`src/rtl/cpu_pkg.sv`:
```
// Shared definitions for the 8-bit CPU: opcodes, controller state encoding
// and the bus mux select codes used by both the controller and the datapath.
package cpu_pkg;

  localparam int unsigned DATA_W = 8;
  localparam int unsigned OP_W   = 4;

  localparam logic [OP_W-1:0] OP_NOP = 4'h0;
  localparam logic [OP_W-1:0] OP_ADD = 4'h1;
  localparam logic [OP_W-1:0] OP_SUB = 4'h2;
  localparam logic [OP_W-1:0] OP_AND = 4'h3;
  localparam logic [OP_W-1:0] OP_NOT = 4'h4;
  localparam logic [OP_W-1:0] OP_RD  = 4'h5;
  localparam logic [OP_W-1:0] OP_WR  = 4'h6;
  localparam logic [OP_W-1:0] OP_BR  = 4'h7;
  localparam logic [OP_W-1:0] OP_BRZ = 4'h8;
  localparam logic [OP_W-1:0] OP_BRO = 4'h9;
  localparam logic [OP_W-1:0] OP_HLT = 4'hF;

  localparam logic [2:0] SEL1_PC   = 3'd4;
  localparam logic [1:0] SEL2_ALU  = 2'd0;
  localparam logic [1:0] SEL2_BUS1 = 2'd1;
  localparam logic [1:0] SEL2_MEM  = 2'd2;

  typedef enum logic [3:0] {
    S_IDLE = 4'd0,
    S_FET1 = 4'd1,
    S_FET2 = 4'd2,
    S_DEC  = 4'd3,
    S_EX1  = 4'd4,
    S_RD1  = 4'd5,
    S_RD2  = 4'd6,
    S_WR1  = 4'd7,
    S_WR2  = 4'd8,
    S_BR1  = 4'd9,
    S_BR2  = 4'd10,
    S_HALT = 4'd11
  } state_t;

  // Opcodes A..E have no meaning and halt the machine with an error.
  function automatic logic is_illegal(input logic [OP_W-1:0] op);
    return (op >= 4'hA) && (op <= 4'hE);
  endfunction

endpackage

```
`src/rtl/instr_decode.sv`:
```
// Combinational split of the IR into opcode, register fields, one-hot
// destination load vector and illegal-opcode flag.
module instr_decode
  import cpu_pkg::*;
(
  input  logic [7:0] instruction,
  output logic [3:0] opcode,
  output logic [1:0] src,
  output logic [1:0] dest,
  output logic [3:0] dest_load,
  output logic       illegal
);

  always_comb begin
    opcode    = instruction[7:4];
    src       = instruction[3:2];
    dest      = instruction[1:0];
    dest_load = 4'(1) << dest;
    illegal   = is_illegal(instruction[7:4]);
  end

endmodule

```
`src/rtl/control_unit.sv`:
```
// Multi-cycle fetch/decode/execute sequencer driving the datapath strobes.
// Strobes are decoded from the current state and IR; only state and err are flops.
module control_unit
  import cpu_pkg::*;
(
  input  logic       clk,
  input  logic       rst,
  input  logic [7:0] instruction,
  input  logic       zero,
  input  logic       over,
  output logic       load_r0,
  output logic       load_r1,
  output logic       load_r2,
  output logic       load_r3,
  output logic       load_pc,
  output logic       inc_pc,
  output logic [2:0] s_b_mux1,
  output logic [1:0] s_b_mux2,
  output logic       load_ir,
  output logic       load_a_reg,
  output logic       load_reg_y,
  output logic       load_reg_z,
  output logic       write,
  output logic       halted,
  output logic       err
);

  state_t     state_q, state_d;
  logic       err_q, err_d;
  logic [3:0] opcode;
  logic [1:0] src;
  logic [1:0] dest;
  logic [3:0] dest_load;
  logic       illegal;
  logic [3:0] load_r;

  instr_decode u_instr_decode (
    .instruction (instruction),
    .opcode      (opcode),
    .src         (src),
    .dest        (dest),
    .dest_load   (dest_load),
    .illegal     (illegal)
  );

  always_ff @(posedge clk) begin
    if (rst) begin
      state_q <= S_IDLE;
      err_q   <= 1'b0;
    end else begin
      state_q <= state_d;
      err_q   <= err_d;
    end
  end

  always_comb begin
    state_d    = state_q;
    err_d      = err_q;
    load_r     = 4'b0;
    load_pc    = 1'b0;
    inc_pc     = 1'b0;
    s_b_mux1   = 3'd0;
    s_b_mux2   = 2'd0;
    load_ir    = 1'b0;
    load_a_reg = 1'b0;
    load_reg_y = 1'b0;
    load_reg_z = 1'b0;
    write      = 1'b0;

    unique case (state_q)
      S_IDLE: state_d = S_FET1;
      S_FET1: begin
        s_b_mux1   = SEL1_PC;
        s_b_mux2   = SEL2_BUS1;
        load_a_reg = 1'b1;
        state_d    = S_FET2;
      end
      S_FET2: begin
        s_b_mux2 = SEL2_MEM;
        load_ir  = 1'b1;
        inc_pc   = 1'b1;
        state_d  = S_DEC;
      end
      S_DEC: begin
        state_d = S_FET1;
        case (opcode)
          OP_NOP: ;
          OP_ADD, OP_SUB, OP_AND: begin
            s_b_mux1   = 3'(src);
            s_b_mux2   = SEL2_BUS1;
            load_reg_y = 1'b1;
            state_d    = S_EX1;
          end
          OP_NOT: begin
            s_b_mux1   = 3'(src);
            s_b_mux2   = SEL2_ALU;
            load_reg_z = 1'b1;
            load_r     = dest_load;
          end
          OP_RD, OP_WR, OP_BR, OP_BRZ, OP_BRO: begin
            // Untaken conditional branches skip the operand byte instead.
            if ((opcode == OP_BRZ && !zero) || (opcode == OP_BRO && !over)) begin
              inc_pc = 1'b1;
            end else begin
              s_b_mux1   = SEL1_PC;
              s_b_mux2   = SEL2_BUS1;
              load_a_reg = 1'b1;
              state_d    = (opcode == OP_RD) ? S_RD1 :
                           (opcode == OP_WR) ? S_WR1 : S_BR1;
            end
          end
          default: begin
            state_d = S_HALT;
            err_d   = illegal;
          end
        endcase
      end
      S_EX1: begin
        s_b_mux1   = 3'(dest);
        s_b_mux2   = SEL2_ALU;
        load_reg_z = 1'b1;
        load_r     = dest_load;
        state_d    = S_FET1;
      end
      S_RD1, S_WR1: begin
        s_b_mux2   = SEL2_MEM;
        load_a_reg = 1'b1;
        inc_pc     = 1'b1;
        state_d    = (state_q == S_RD1) ? S_RD2 : S_WR2;
      end
      S_RD2: begin
        s_b_mux2 = SEL2_MEM;
        load_r   = dest_load;
        state_d  = S_FET1;
      end
      S_WR2: begin
        s_b_mux1 = 3'(src);
        write    = 1'b1;
        state_d  = S_FET1;
      end
      S_BR1: begin
        s_b_mux2   = SEL2_MEM;
        load_a_reg = 1'b1;
        state_d    = S_BR2;
      end
      S_BR2: begin
        s_b_mux2 = SEL2_MEM;
        load_pc  = 1'b1;
        state_d  = S_FET1;
      end
      S_HALT: state_d = S_HALT;
      default: state_d = S_IDLE;
    endcase
  end

  assign load_r0 = load_r[0];
  assign load_r1 = load_r[1];
  assign load_r2 = load_r[2];
  assign load_r3 = load_r[3];
  assign halted  = (state_q == S_HALT);
  assign err     = err_q && (state_q == S_HALT);

endmodule
```
`config.mk`:
```
export PLATFORM = sky130hd
export DESIGN_NAME = control_unit
export DESIGN_NICKNAME = d
export VERILOG_FILES = /design/src/rtl/cpu_pkg.sv /design/src/rtl/instr_decode.sv /design/src/rtl/control_unit.sv
export SDC_FILE = /design/constraint.sdc
export NUM_CORES = 1
export LEC_CHECK = 0
export BUFFER_PORTS_ARGS = -buffer_cell sky130_fd_sc_hd__buf_4
export CORE_MARGIN = 4
export CORE_UTILIZATION = 43
export CTS_CLUSTER_DIAMETER = 80
export DETAILED_ROUTE_END_ITERATION = 10
export PLACE_DENSITY = 0.75
export RECOVER_POWER = 50
export SLEW_MARGIN = 0
export SYNTH_ARGS = -nofsm -noshare
export SYNTH_HDL_FRONTEND = slang
export SYNTH_HIERARCHICAL = 1
export SYNTH_SLANG_ARGS = --single-unit
export TNS_END_PERCENT = 10
```
`constraint.sdc`:
```
create_clock -name clk -period 1.2 [get_ports clk]
set_clock_uncertainty 0.15 [all_clocks]
set_input_delay 0.06 -clock clk [delete_from_list [all_inputs] [get_ports clk]]
set_output_delay 0.06 -clock clk [all_outputs]
set_load 0.03 [all_outputs]
```
==> results of run 1 <==
-- synth_stat cells, types with 2 or more instances --
cell type	count	area, um^2
a211oi_1	3	22.5
a21oi_1	5	25.0
a221oi_1	2	17.5
a22oi_1	2	15.0
a31oi_1	3	18.8
a32o_1	2	20.0
a32oi_1	2	17.5
buf_2	3	15.0
buf_4	8	60.1
buf_6	3	33.8
clkbuf_1	2	7.51
dfxtp_1	5	100
inv_1	2	7.51
nand2_1	7	26.3
nand2b_1	3	18.8
nand3_1	2	10.0
nor2_1	12	45.0
nor2_2	2	12.5
nor2b_1	8	50.1
nor3_1	2	10.0
o21ai_0	5	25.0
o32ai_1	2	17.5
or3_1	2	12.5
-- stage by stage --
step                      worst slack [ns]  utilization (%)  setup TNS, ns
after floorplan                     -0.257                -          -3.86
after global placement              -0.349             84.9          -5.09
after detailed placement            -0.401             84.9          -5.70
-- cell families after synthesis --
group                  Yosys count  share of synthesized area [%]
AND/OR/NAND/NOR                 51                           39.7
AO/OA/AOI/OAI                   30                           28.1
XOR/XNOR                         1                           1.14
multiplexers                     1                           1.31
flip-flops                       5                           13.1
buffers and inverters           19                           16.7
==> key figures, run 1 <==
Logic synthesis
  – Ys flop type: dfxtp_1
  – Post-synth EDFFs: 0
  – Synthesized instance count: 107
  – Synth async-reset ratio: 0%
  – Post-synthesis register bit count: 5
  – Mapped Nets: 119
  – Sequential element share of the synthesized area: 13.1%
  – Ys Warns: 6
  – Synthesized area: 766 um^2
  – Synth unique cells: 43
  – Post-Syn Area per Cell: 7.16 um^2

Placed design
  – Cell count after placement: 178
  – Dpl hpwl: 2420 um
  – Post-place instance area: 1350 um^2
  – Port Buf Inserts: 29
  – Gpl congestion: 0.989

Die
  – Die H: 50.2 um
  – Die width: 50.2 um
  – I/O pin cnt: 30
  – FP Rows: 14
  – Initial Utilization: 48.0%

CTS
  – CTS Hold Bufs: 1
  – CTS sink count: 5
  – Root Buffer: clkbuf_4
  – Number of buffers inserted during clock tree synthesis: 3
  – Post-CTS sizing: 43
  – CTS max path bufs: 2
  – Setup repair bufs after CTS: 5
  – Number of H-tree levels: 1

Status
  – Failed at: 4_1_cts
  – Log Error: [ERROR DPL-0033] detailed placement checks failed during check placement.
  – Status: stopped before the end
==> inputs of run 2 (changes only) <==
--- a/config.mk
+++ b/config.mk
@@ -6,11 +6,10 @@
 export NUM_CORES = 1
 export LEC_CHECK = 0
 export BUFFER_PORTS_ARGS = -buffer_cell sky130_fd_sc_hd__buf_4
-export CORE_MARGIN = 4
-export CORE_UTILIZATION = 43
-export CTS_CLUSTER_DIAMETER = 80
+export CORE_AREA = 4 4 65 67
 export DETAILED_ROUTE_END_ITERATION = 10
-export PLACE_DENSITY = 0.75
+export DIE_AREA = 0 0 69 71
+export PLACE_DENSITY_LB_ADDON = 0.15
 export RECOVER_POWER = 50
 export SLEW_MARGIN = 0
 export SYNTH_ARGS = -nofsm -noshare
==> constraint.sdc (replaced) <==
create_clock -name clk -period 1.6 [get_ports clk]
set_clock_uncertainty 0.15 [all_clocks]
set_input_delay 0.08 -clock clk [delete_from_list [all_inputs] [get_ports clk]]
set_output_delay 0.08 -clock clk [all_outputs]
set_load 0.03 [all_outputs]
==> key figures, run 2 <==
GRT
  – Grt ovf: 0
  – Vias in the first global route: 891
  – Largest net degree at the start of global routing: 13
  – First-pass GRT wire length: 4330 um
  – All-Layer GR Usage: 10.7%
  – Initial antenna violation count: 0

Logic synthesis
  – Main area contributors after synthesis: dfxtp_1, buf_4, nor2b_1
  – Post-Syn Area per Cell: 7.16 um^2 (unchanged)
  – Count leader, synth: nor2_1
  – Synthesized instance count: 107 (unchanged)
  – Mapped Nets: 119 (unchanged)
  – Synthesized area: 766 um^2 (unchanged)
  – Post-synthesis register bit count: 5 (unchanged)
  – Synth unique cells: 43 (unchanged)
  – Ys flop type: dfxtp_1
  – Synth top cells by count: nor2_1, buf_4, nor2b_1, nand2_1
  – Yosys top cell by area: dfxtp_1
  – Sequential element share of the synthesized area: 13.1% (unchanged)
  – Yosys top cell area share: 13.1% (unchanged)
  – Synth async-reset ratio: 0% (unchanged)
  – Post-synth EDFFs: 0 (unchanged)
  – Ys Warns: 6 (unchanged)

STA
  – Measured slew at the worst slew-check pin: 0.257 ns
  – Setup violations, final: 5
  – Rel. slew slack: 82.7%
  – Slew Viols, Final: 0
  – Final min period: 1.73 ns
  – Endpoints failing hold: 0
  – Final Cycle Share: 108%
  – RSZ-0062 raised after global routing: true
  – Fmax: 579 MHz
  – Final worst setup slack: -0.127 ns

Critical path
  – Crit path kind: reg -> out
  – CP Capture Type: output pin
  – CP required: 1.37 ns
  – Crit Reg-Reg Endpoint: state_q[2]$_SDFF_PP0_
  – Crit start category: flip-flop
  – R2R Setup Slk: 0.12 ns
  – R2R Path Start: state_q[2]$_SDFF_PP0_
  – Worst EP arrival: 1.50 ns
  – R2R depth: 5
  – Worst-path maximum fanout: 5

Cells and area
  – Most frequent cells in the layout: buf_4, nor2_1, nand2_1, nor2b_1
  – Fillcell total: 398
  – Largest regs: state_q: 4 flops, err_q: 1 flops
  – Final net count: 162
  – Largest register FFs: 4
  – Ant. Diodes: 0
  – Commonest non-fill, non-tap cell in the layout: buf_4
  – Share of cells above drive strength 1: 56.4%
  – Biggest register: state_q
  – Layout overhead on the synthesized area: 61.4%

CTS
  – CTS tree: built
  – Root Buffer: clkbuf_8
  – Number of buffers inserted during clock tree synthesis: 3 (unchanged)
  – Clock latency on the worst-skew pair: 0.22 ns
  – Clock-pin slew on the worst setup and hold paths: 0.04 ns
  – CTS sink count: 5 (unchanged)
  – Number of H-tree levels: 1 (unchanged)
  – CTS max path bufs: 2 (unchanged)

Die
  – I/O pin cnt: 30 (unchanged)
  – Core ar.: 3630 um^2
  – FP Rows: 22 (+8)
  – Die area: 4900 um^2
  – Initial Utilization: 21.1% (-27 points)
  – Die H: 71 um (+41%)
  – Die width: 69 um (+37%)

Route
  – First-pass iteration count of the detailed router: 4
  – DR WL/cell: 12.8 um
  – Starting DRT DRC Count: 34
  – Remaining DRCs: 0
  – Drt total wl: 2530 um
  – Vias per inst: 4.67
  – Post-DRT Antenna Nets: 0
  – Vias: 920

Flow run
  – Max cap viols: 0

Placed design
  – Gpl congestion: 0.749 (-24%)
  – Dpl ws: -0.0165 ns (+0.385 ns)
  – Port Buf Inserts: 29 (unchanged)
  – Dpl hpwl: 2090 um (-13%)

Power and ir drop
  – Max VDD drop: 0.000163 V
  – P per Cell Area: 603 nW/um^2
  – Leakage: 0.540 nW
  – Total power: 0.000746 W

Hold path
  – Worst hold path class: in -> reg
  – Hold depth: 3
  – Hold_sp: instruction[5]
  – Hold path endpoint: state_q[1]$_SDFF_PP0_

Status
  – Status: complete, but fails checks
  – Failing checks: setup timing
## run 2: cell counts after synthesis
Identical to the previous run, type by type.
## run 2: worst max-delay path by stage
stage                                from     endpoint  slack, ns  cells past startpoint
floorplan           state_q[2]$_SDFF_PP0_  s_b_mux1[1]      -0.27                      5
global placement    state_q[0]$_SDFF_PP0_  s_b_mux1[0]       0.01                      6
detailed placement  state_q[2]$_SDFF_PP0_  s_b_mux1[1]      -0.02                      5
CTS                 state_q[0]$_SDFF_PP0_  s_b_mux1[0]      -0.13                      6
global route        state_q[0]$_SDFF_PP0_  s_b_mux1[0]      -0.21                      5
finish              state_q[0]$_SDFF_PP0_  s_b_mux1[0]      -0.13                      6
## run 2: critical path, cell delays in order, from the launching register on
cell     delay, ns
dfxtp_2       0.34
buf_6         0.13
nor2_4        0.09
a21oi_2       0.06
or3b_1        0.38
o32ai_2       0.10
buf_4         0.20
## run 2: where the power goes
group	internal, W	leakage, nW	switching (W)
combinational	0.000172	0.474	0.000195
clock	0.000171	0.0228	0.0000588
sequential	0.000133	0.0433	0.0000159
total	0.000476	0.540	0.000270
## run 2: final cells by class
class | count | area [um^2] | share of cell area [%]
Timing Repair Buffer | 54 | 407 | 32.9
Tap cell | 48 | 60.1 | 4.86
Multi-Input combinational cell | 83 | 601 | 48.6
Inverter | 3 | 11.3 | 0.911
Sequential cell | 5 | 113 | 9.11
Clock buffer | 4 | 45.0 | 3.64
## run 2: logic make-up after synthesis
logic type | Yosys count | share of synthesized area [%]
XOR/XNOR | 1 | 1.14
flip-flops | 5 | 13.1
AO/OA/AOI/OAI | 30 | 28.1
multiplexers | 1 | 1.31
buffers and inverters | 19 | 16.7
AND/OR/NAND/NOR | 51 | 39.7
## run 2: timing repair
action                                  in CTS  in global routing
buffers inserted                             1                  0
gates resized for setup                     16                  6
hold buffers                                 1                  0
cloned                                       0                  0
pin swaps                                    4                  0
endpoints found under the setup margin      10                 13
endpoints found under the hold margin        5                  0
## run 2: stage by stage
stage	instances	TNS (ns)	util [%]	hold slack, ns	instance area, um^2
floorplan	107	-0.614	-	-0.000934	773
global placement	191	0	30.5	0.153	1110
detailed placement	191	-0.0299	30.5	0.144	1110
CTS	197	-0.472	33.6	0.0555	1220
global route	197	-0.984	34.0	0.0836	1240
finish	197	-0.247	34.0	0.0576	1240
## run 2: metal layers
| layer | track usage, % | share of wire, % | vias to the layer above |
|---|---|---|---|
| li1 | - | - | 473 |
| met1 | 14.0 | 48 | 423 |
| met2 | 16.9 | 46 | 22 |
| met3 | 2.98 | 5.2 | 2 |
| met4 | 3.25 | 0.59 | 0 |
| met5 | 0 | 0 | - |
No activity file was read; power rests on OpenSTA's default activity.
